--- config.mk ---
export PLATFORM = sky130hd
export DESIGN_NAME = tsn_gate_sched
export DESIGN_NICKNAME = d
export VERILOG_FILES = /design/src/rtl/tsn_gate_sched.sv
export SDC_FILE = /design/constraint.sdc
export NUM_CORES = 1
export LEC_CHECK = 0
export CORE_UTILIZATION = 50
export DETAILED_ROUTE_END_ITERATION = 8
export GPL_TIMING_DRIVEN = 1
export PLACE_DENSITY = 0.78
export SLEW_MARGIN = 0
export SYNTH_ARGS = -nofsm -noshare
export SYNTH_HDL_FRONTEND = slang
export SYNTH_SLANG_ARGS = --single-unit
--- constraint.sdc ---
create_clock -name clk -period 3.7 [get_ports clk]
set_clock_uncertainty 0.1 [all_clocks]
set_input_delay 1.11 -clock clk [delete_from_list [all_inputs] [get_ports clk]]
set_output_delay 1.11 -clock clk [all_outputs]
set_load 0.01 [all_outputs]
--- src/rtl/tsn_gate_sched.sv ---
`default_nettype none
// ============================================================================
//  Module   : tsn_gate_sched
//  Purpose  : Time-aware (802.1Qbv style) egress gate scheduler. A gate
//             control list (GCL) cycles per-queue gate masks with per-slot
//             durations. Whenever the single-entry staging register is empty,
//             the highest-priority queue that is both non-empty and gate-open
//             is popped, and its bufferID is staged for the GMII serializer.
//  Revision : 1.0 - initial release
// ----------------------------------------------------------------------------
//  Ports
//    clk, rst_n          : clock, asynchronous active-low reset
//    q_empty / q_rden    : per-queue show-ahead FIFO empty flag / pop strobe
//    q_data              : per-queue head bufferID, queue i at [16i+15:16i]
//    empty_metadata      : staging register empty (to serializer)
//    rden_metadata       : serializer pop of the staged bufferID
//    data_metadata       : staged bufferID
//    cfg_wren/addr/wdata : GCL write port, wdata = {gate_mask[3:0], duration}
//    cfg_len             : number of active GCL entries (clamped to 1..NGCL)
//    cfg_enable          : 1 = run the GCL, 0 = all gates open
//    gate_state          : effective gate mask
//    cnt_sched           : bufferIDs staged since reset (wrapping)
// ============================================================================
module tsn_gate_sched #(
    parameter int NQ   = 4,
    parameter int NGCL = 8
) (
    input  logic                clk,
    input  logic                rst_n,
    input  logic [NQ-1:0]       q_empty,
    output logic [NQ-1:0]       q_rden,
    input  logic [16*NQ-1:0]    q_data,
    output logic                empty_metadata,
    input  logic                rden_metadata,
    output logic [15:0]         data_metadata,
    input  logic                cfg_wren,
    input  logic [2:0]          cfg_addr,
    input  logic [19:0]         cfg_wdata,
    input  logic [3:0]          cfg_len,
    input  logic                cfg_enable,
    output logic [NQ-1:0]       gate_state,
    output logic [31:0]         cnt_sched
);

    localparam logic [3:0]  c_len_max   = 4'(NGCL);
    localparam logic [19:0] c_gcl_reset = {4'hF, 16'd0};

    typedef enum logic [0:0] {
        ST_DISABLED = 1'b0,
        ST_RUN      = 1'b1
    } state_t;

    // ------------------------------------------------------------------
    // Registers
    // ------------------------------------------------------------------
    state_t             state_q;
    logic [2:0]         idx_q;
    logic [15:0]        timer_q;
    logic [NQ-1:0]      gate_q;
    logic [19:0]        gcl_q [NGCL];

    logic [NQ-1:0]      rden_q;
    logic               full_q;
    logic [15:0]        data_q;
    logic [31:0]        cnt_q;

    // ------------------------------------------------------------------
    // Combinational helpers
    // ------------------------------------------------------------------
    logic [3:0]         w_len_eff;
    logic               w_wrap;
    logic [2:0]         idx_d;
    logic [19:0]        w_entry0;
    logic [19:0]        w_next_entry;
    logic [NQ-1:0]      w_e0_mask;
    logic [NQ-1:0]      w_next_mask;
    logic [NQ-1:0]      sel_d;
    logic [15:0]        w_cap_data;
    logic               w_can_pick;

    // cfg_len is only consulted here, i.e. at slot-advance decisions.
    assign w_len_eff    = (cfg_len == 4'd0)      ? 4'd1      :
                          (cfg_len > c_len_max)  ? c_len_max : cfg_len;
    // ">=" rather than "==" so a shrinking cfg_len never strands the index
    // beyond the new list end.
    assign w_wrap       = (({1'b0, idx_q} + 4'd1) >= w_len_eff);
    assign idx_d        = w_wrap ? 3'd0 : (idx_q + 3'd1);
    assign w_entry0     = gcl_q[0];
    assign w_next_entry = gcl_q[idx_d];

    // The GCL carries 4 mask bits; any queues beyond the fourth stay open.
    for (genvar gi = 0; gi < NQ; gi++) begin : g_mask
        if (gi < 4) begin : g_ctl
            assign w_e0_mask[gi]   = w_entry0[16+gi];
            assign w_next_mask[gi] = w_next_entry[16+gi];
        end else begin : g_open
            assign w_e0_mask[gi]   = 1'b1;
            assign w_next_mask[gi] = 1'b1;
        end
    end

    // Highest-index eligible queue wins: later loop iterations override.
    always_comb begin
        sel_d = '0;
        for (int i = 0; i < NQ; i++) begin
            if (!q_empty[i] && gate_q[i]) begin
                sel_d    = '0;
                sel_d[i] = 1'b1;
            end
        end
    end

    // Head data of the queue being popped this cycle.
    always_comb begin
        w_cap_data = '0;
        for (int i = 0; i < NQ; i++) begin
            if (rden_q[i]) begin
                w_cap_data = q_data[16*i +: 16];
            end
        end
    end

    // A new pop is only launched when the stage is empty and no pop is
    // already in flight (the in-flight pop fills the stage next edge).
    assign w_can_pick = !full_q && (rden_q == '0);

    // ------------------------------------------------------------------
    // Gate control list storage
    // ------------------------------------------------------------------
    always_ff @(posedge clk or negedge rst_n) begin
        if (!rst_n) begin
            for (int e = 0; e < NGCL; e++) begin
                gcl_q[e] <= c_gcl_reset;
            end
        end else if (cfg_wren) begin
            for (int e = 0; e < NGCL; e++) begin
                if (cfg_addr == 3'(e)) begin
                    gcl_q[e] <= cfg_wdata;
                end
            end
        end
    end

    // ------------------------------------------------------------------
    // Gate schedule FSM
    // ------------------------------------------------------------------
    always_ff @(posedge clk or negedge rst_n) begin
        if (!rst_n) begin
            state_q <= ST_DISABLED;
            idx_q   <= 3'd0;
            timer_q <= 16'd0;
            gate_q  <= '1;
        end else begin
            case (state_q)
                ST_DISABLED: begin
                    gate_q <= '1;
                    if (cfg_enable) begin
                        state_q <= ST_RUN;
                        idx_q   <= 3'd0;
                        timer_q <= w_entry0[15:0];
                        gate_q  <= w_e0_mask;
                    end
                end
                ST_RUN: begin
                    if (!cfg_enable) begin
                        state_q <= ST_DISABLED;
                        idx_q   <= 3'd0;
                        timer_q <= 16'd0;
                        gate_q  <= '1;
                    end else if (timer_q == 16'd0) begin
                        // A slot lasts duration+1 cycles, so duration 0
                        // naturally gives a one-cycle slot.
                        idx_q   <= idx_d;
                        timer_q <= w_next_entry[15:0];
                        gate_q  <= w_next_mask;
                    end else begin
                        timer_q <= timer_q - 16'd1;
                    end
                end
                default: begin
                    state_q <= ST_DISABLED;
                    gate_q  <= '1;
                end
            endcase
        end
    end

    // ------------------------------------------------------------------
    // Queue selection and staging register
    // ------------------------------------------------------------------
    always_ff @(posedge clk or negedge rst_n) begin
        if (!rst_n) begin
            rden_q <= '0;
            full_q <= 1'b0;
            data_q <= 16'd0;
            cnt_q  <= 32'd0;
        end else begin
            rden_q <= w_can_pick ? sel_d : '0;
            if (rden_q != '0) begin
                full_q <= 1'b1;
                data_q <= w_cap_data;
                cnt_q  <= cnt_q + 32'd1;
            end else if (full_q && rden_metadata) begin
                // data_q is left untouched so the output never glitches.
                full_q <= 1'b0;
            end
        end
    end

    assign q_rden         = rden_q;
    assign empty_metadata = !full_q;
    assign data_metadata  = data_q;
    assign gate_state     = gate_q;
    assign cnt_sched      = cnt_q;

endmodule
`default_nettype wire

==> impl_metrics.yaml, run 1 <==
outcome:
  status: "finished clean"
route:
  final_antenna_net_count: 0
  first_pass_iters: 5
  via_count: 9202
  wl_per_cell_um: 20.2
  routed_via_density: 5.98
  routed_wl_mm: 31.1
  drtIter0Drc: 662
  drc_errors: 0
clock_tree:
  post_cts_buffers: 0
  cts_buffers: 25
  clk_latency_ns: 0.52
  cts-htree-levels: 1
  root_buffer: "clkbuf_16"
  cts.sinks: 237
  clockBufferDepth: 3
  clkTransAtPathRegs_ns: 0.06
  cts_tree: "built"
synthesis:
  ys_ff_latch: 237
  ys_warn_count: 0
  syn_inst: 1048
  async_flop_share_pct: 100
  synth.largest_area_cell: "dfrtp_1"
  synth_cell_type_count: 60
  synth-edff-count: 0
  synth_top_cell_area_share_pct: 42.8
  syn_area_um2: 11700
  synth.avg_cell_area_um2: 11.2
  synthesis.nets: 1156
  ys.flop_type: "dfrtp_1"
  synth.area.top_cells: "dfrtp_1 43%, mux2_2 15%, dfstp_2 8.1%, mux2i_1 3.7%, a21oi_1 2.9%"
  ys_seq_area_share_pct: 50.9
worst_setup_path:
  cp_top_family: "compound AO/OA/AOI/OAI gates"
  cp-start-kind: "input port"
  worstPathMaxFanout: 13
  path_buf_inv: 3
  cpMostUsedCell: "nor2_1"
  crit_path_max_incr_delay_ns: 0.48
  arrival_ns: 3.85
  path_class: "in -> reg"
  crit_chain: "clkdlybuf4s50_1 -> nor2_1 -> nor2_1 -> nor2_1 -> ha_1 -> nand2b_1 -> a2111oi_4 -> buf_4 -> or2_2 -> buf_12 -> and2_1 -> o221ai_1 -> a41oi_1"
  worstSetupEndpointType: "flip-flop"
  worstPathRequired_ns: 4.02
  critical_path.slowest_cell: "clkdlybuf4s50_1"
global_route:
  grtUsageTotal_pct: 26.1
  grt_pass1_vias: 9485
  grt_overflow: 0
  antenna_found_initial: 0
  grt_pass1_wl_mm: 49.8
  grt_max_degree: 91
sta:
  tightest_slew_ns: 0.722
  period_needed_ns: 3.52
  relSlewSlack_pct: 51.9
  setup_viol: 0
  slew_violations: 0
  rsz0062_at_grt: "no"
  fin_crit_sh_pct: 95.2
  hold_violations: 0
  hold_slack_ns: 0.374
  fmax_mhz: 284
die:
  core_um2: 22800
  pin_count: 157
  fp.dieH_um: 155
  die_w_um: 155
  fp-row-count: 55
  die_area_um2: 24100
  initial_utilization_pct: 51.4
power:
  comb_power_share_pct: 21.7
  p_leak_nw: 6.08
  clockPowerShare_pct: 33.0
  power_switching_mw: 2.16
  ir_worst_vdd_mv: 0.350
  intPower_mw: 5.77
  pwr-share-seq_pct: 45.3
  powerDensity_nw_per_um2: 537
  switching_share_pct: 27.3
flow_run:
  drv_cap: 0
cells_and_area:
  final_core_util_pct: 64.6
  nNetsFinal: 1317
  n_fill_cell: 1788
  multi_input_area_um2: 5490
  seq_area_um2: 5980
  n_antenna_cell: 0
  area_growth_pct: 25.6
  drive_gt1_share_pct: 24.7
place:
  place_hpwl_mm: 21.0
  place.gp.congestion: 0.896
  portBuffers: 156
min_path:
  hold_class: "reg -> reg"
==> layout make-up <==
class                           count  area share (%)
Clock inverter                      9           0.806
Sequential cell                   237            40.5
Inverter                           14           0.356
Multi-Input combinational cell    729            37.2
Timing Repair Buffer              202            13.3
Clock buffer                       36            5.13
Tap cell                          313            2.65
==> registers in the layout, summed over array words and instances (netlist names) <==
signal,flops
data_metadata,16
cnt_sched,32
state_q,1
q_rden,4
gcl_q,140
w_entry0,20
gate_state,4
idx_q,3
full_q,1
timer_q,16
==> kinds of logic (layout without fill, tap and decap cells) <==
group           Yosys count  after routing  synth area share, %
compound gates          216            216                 12.1
xor+xnor                 41             41                 3.06
fa+ha+maj                 8              8                0.852
buf+inv                  82            261                 2.68
flops                   237            237                 50.9
mux                     206            206                 19.8
simple gates            258            258                 10.7
==> metal layers <==
| layer | track usage, % | share of wire [%] |
|---|---|---|
| met2 | 45.0 | 49 |
| met4 | 9.29 | 2.8 |
| met1 | 32.7 | 41 |
| met3 | 5.15 | 7.7 |
| met5 | 0 | 0 |
==> cells in the mapped netlist (12+ instances only) <==
cell type  count
mux2i_1       44
a41oi_1       12
or3_1         12
inv_1         13
mux2_2       157
nand2_1       64
o211ai_1      12
nor4_1        17
o21ai_0       43
nor2_1        82
nor3_1        20
xnor2_1       30
dfrtp_1      201
clkbuf_1      56
a22oi_1       31
a21oi_1       69
dfstp_2       36
==> final timing paths <==
check / start / end / slack, ns / depth (start not counted)
worst max-delay path: cfg_len[1] / timer_q[8] / 0.18 / 13
worst min-delay path: cnt_sched[31] / cnt_sched[31] / 0.37 / 1
worst max register to register: idx_q[0] / timer_q[8] / 0.67 / 11
worst min register to register: cnt_sched[31] / cnt_sched[31] / 0.37 / 1
max in group asynchronous: rst_n / gcl_q[78] / 2.12 / 2
min in group asynchronous: rst_n / cnt_sched[24] / 0.51 / 1
==> metrics by stage <==
step                total power, mW  setup slack [ns]  instances  cell area (um2)  TNS, ns
finish                         7.93             0.176       1540            14800        0
global route                   8.31          0.000848       1540            14800        0
CTS                            7.98             0.126       1540            14700        0
detailed placement             5.34            -0.400       1495            13900    -6.31
global placement               5.26            -0.307       1495            13900    -4.72
floorplan                      4.53            0.0361       1048            11700        0
==> cell usage in the layout, fill, tap and decap left out, types with 30 or more instances in the layout <==
cell	count
mux2_2	157
nor2_1	82
mux2i_1	44
dfrtp_1	200
o21ai_0	43
nand2_1	64
a22oi_1	31
xnor2_1	30
buf_4	42
clkdlybuf4s50_1	155
a21oi_1	69
dfstp_2	36
==> power groups by stage <==
| stage | sequential, mW | clock (mW) | combinational, mW |
|---|---|---|---|
| after floorplan | 3.56 | 0 | 0.969 |
| after global routing | 3.66 | 2.77 | 1.88 |
| after global placement | 3.59 | 0 | 1.67 |
| after detailed placement | 3.63 | 0 | 1.72 |
| after CTS | 3.59 | 2.66 | 1.73 |
| final | 3.59 | 2.62 | 1.72 |
==> timing repair <==
| item | CTS | global route |
|---|---|---|
| setup endpoints to repair | 0 | 7 |
| gates resized for setup | 0 | 1 |
| hold buffers | 0 | 0 |
(Power assumes the default switching activity.)
==> run 2, diff against run 1 <==
- GPL_TIMING_DRIVEN: 1 -> unset
==> results of run 2 <==
The final DEF is identical to that of run 1; final timing and power are the same.
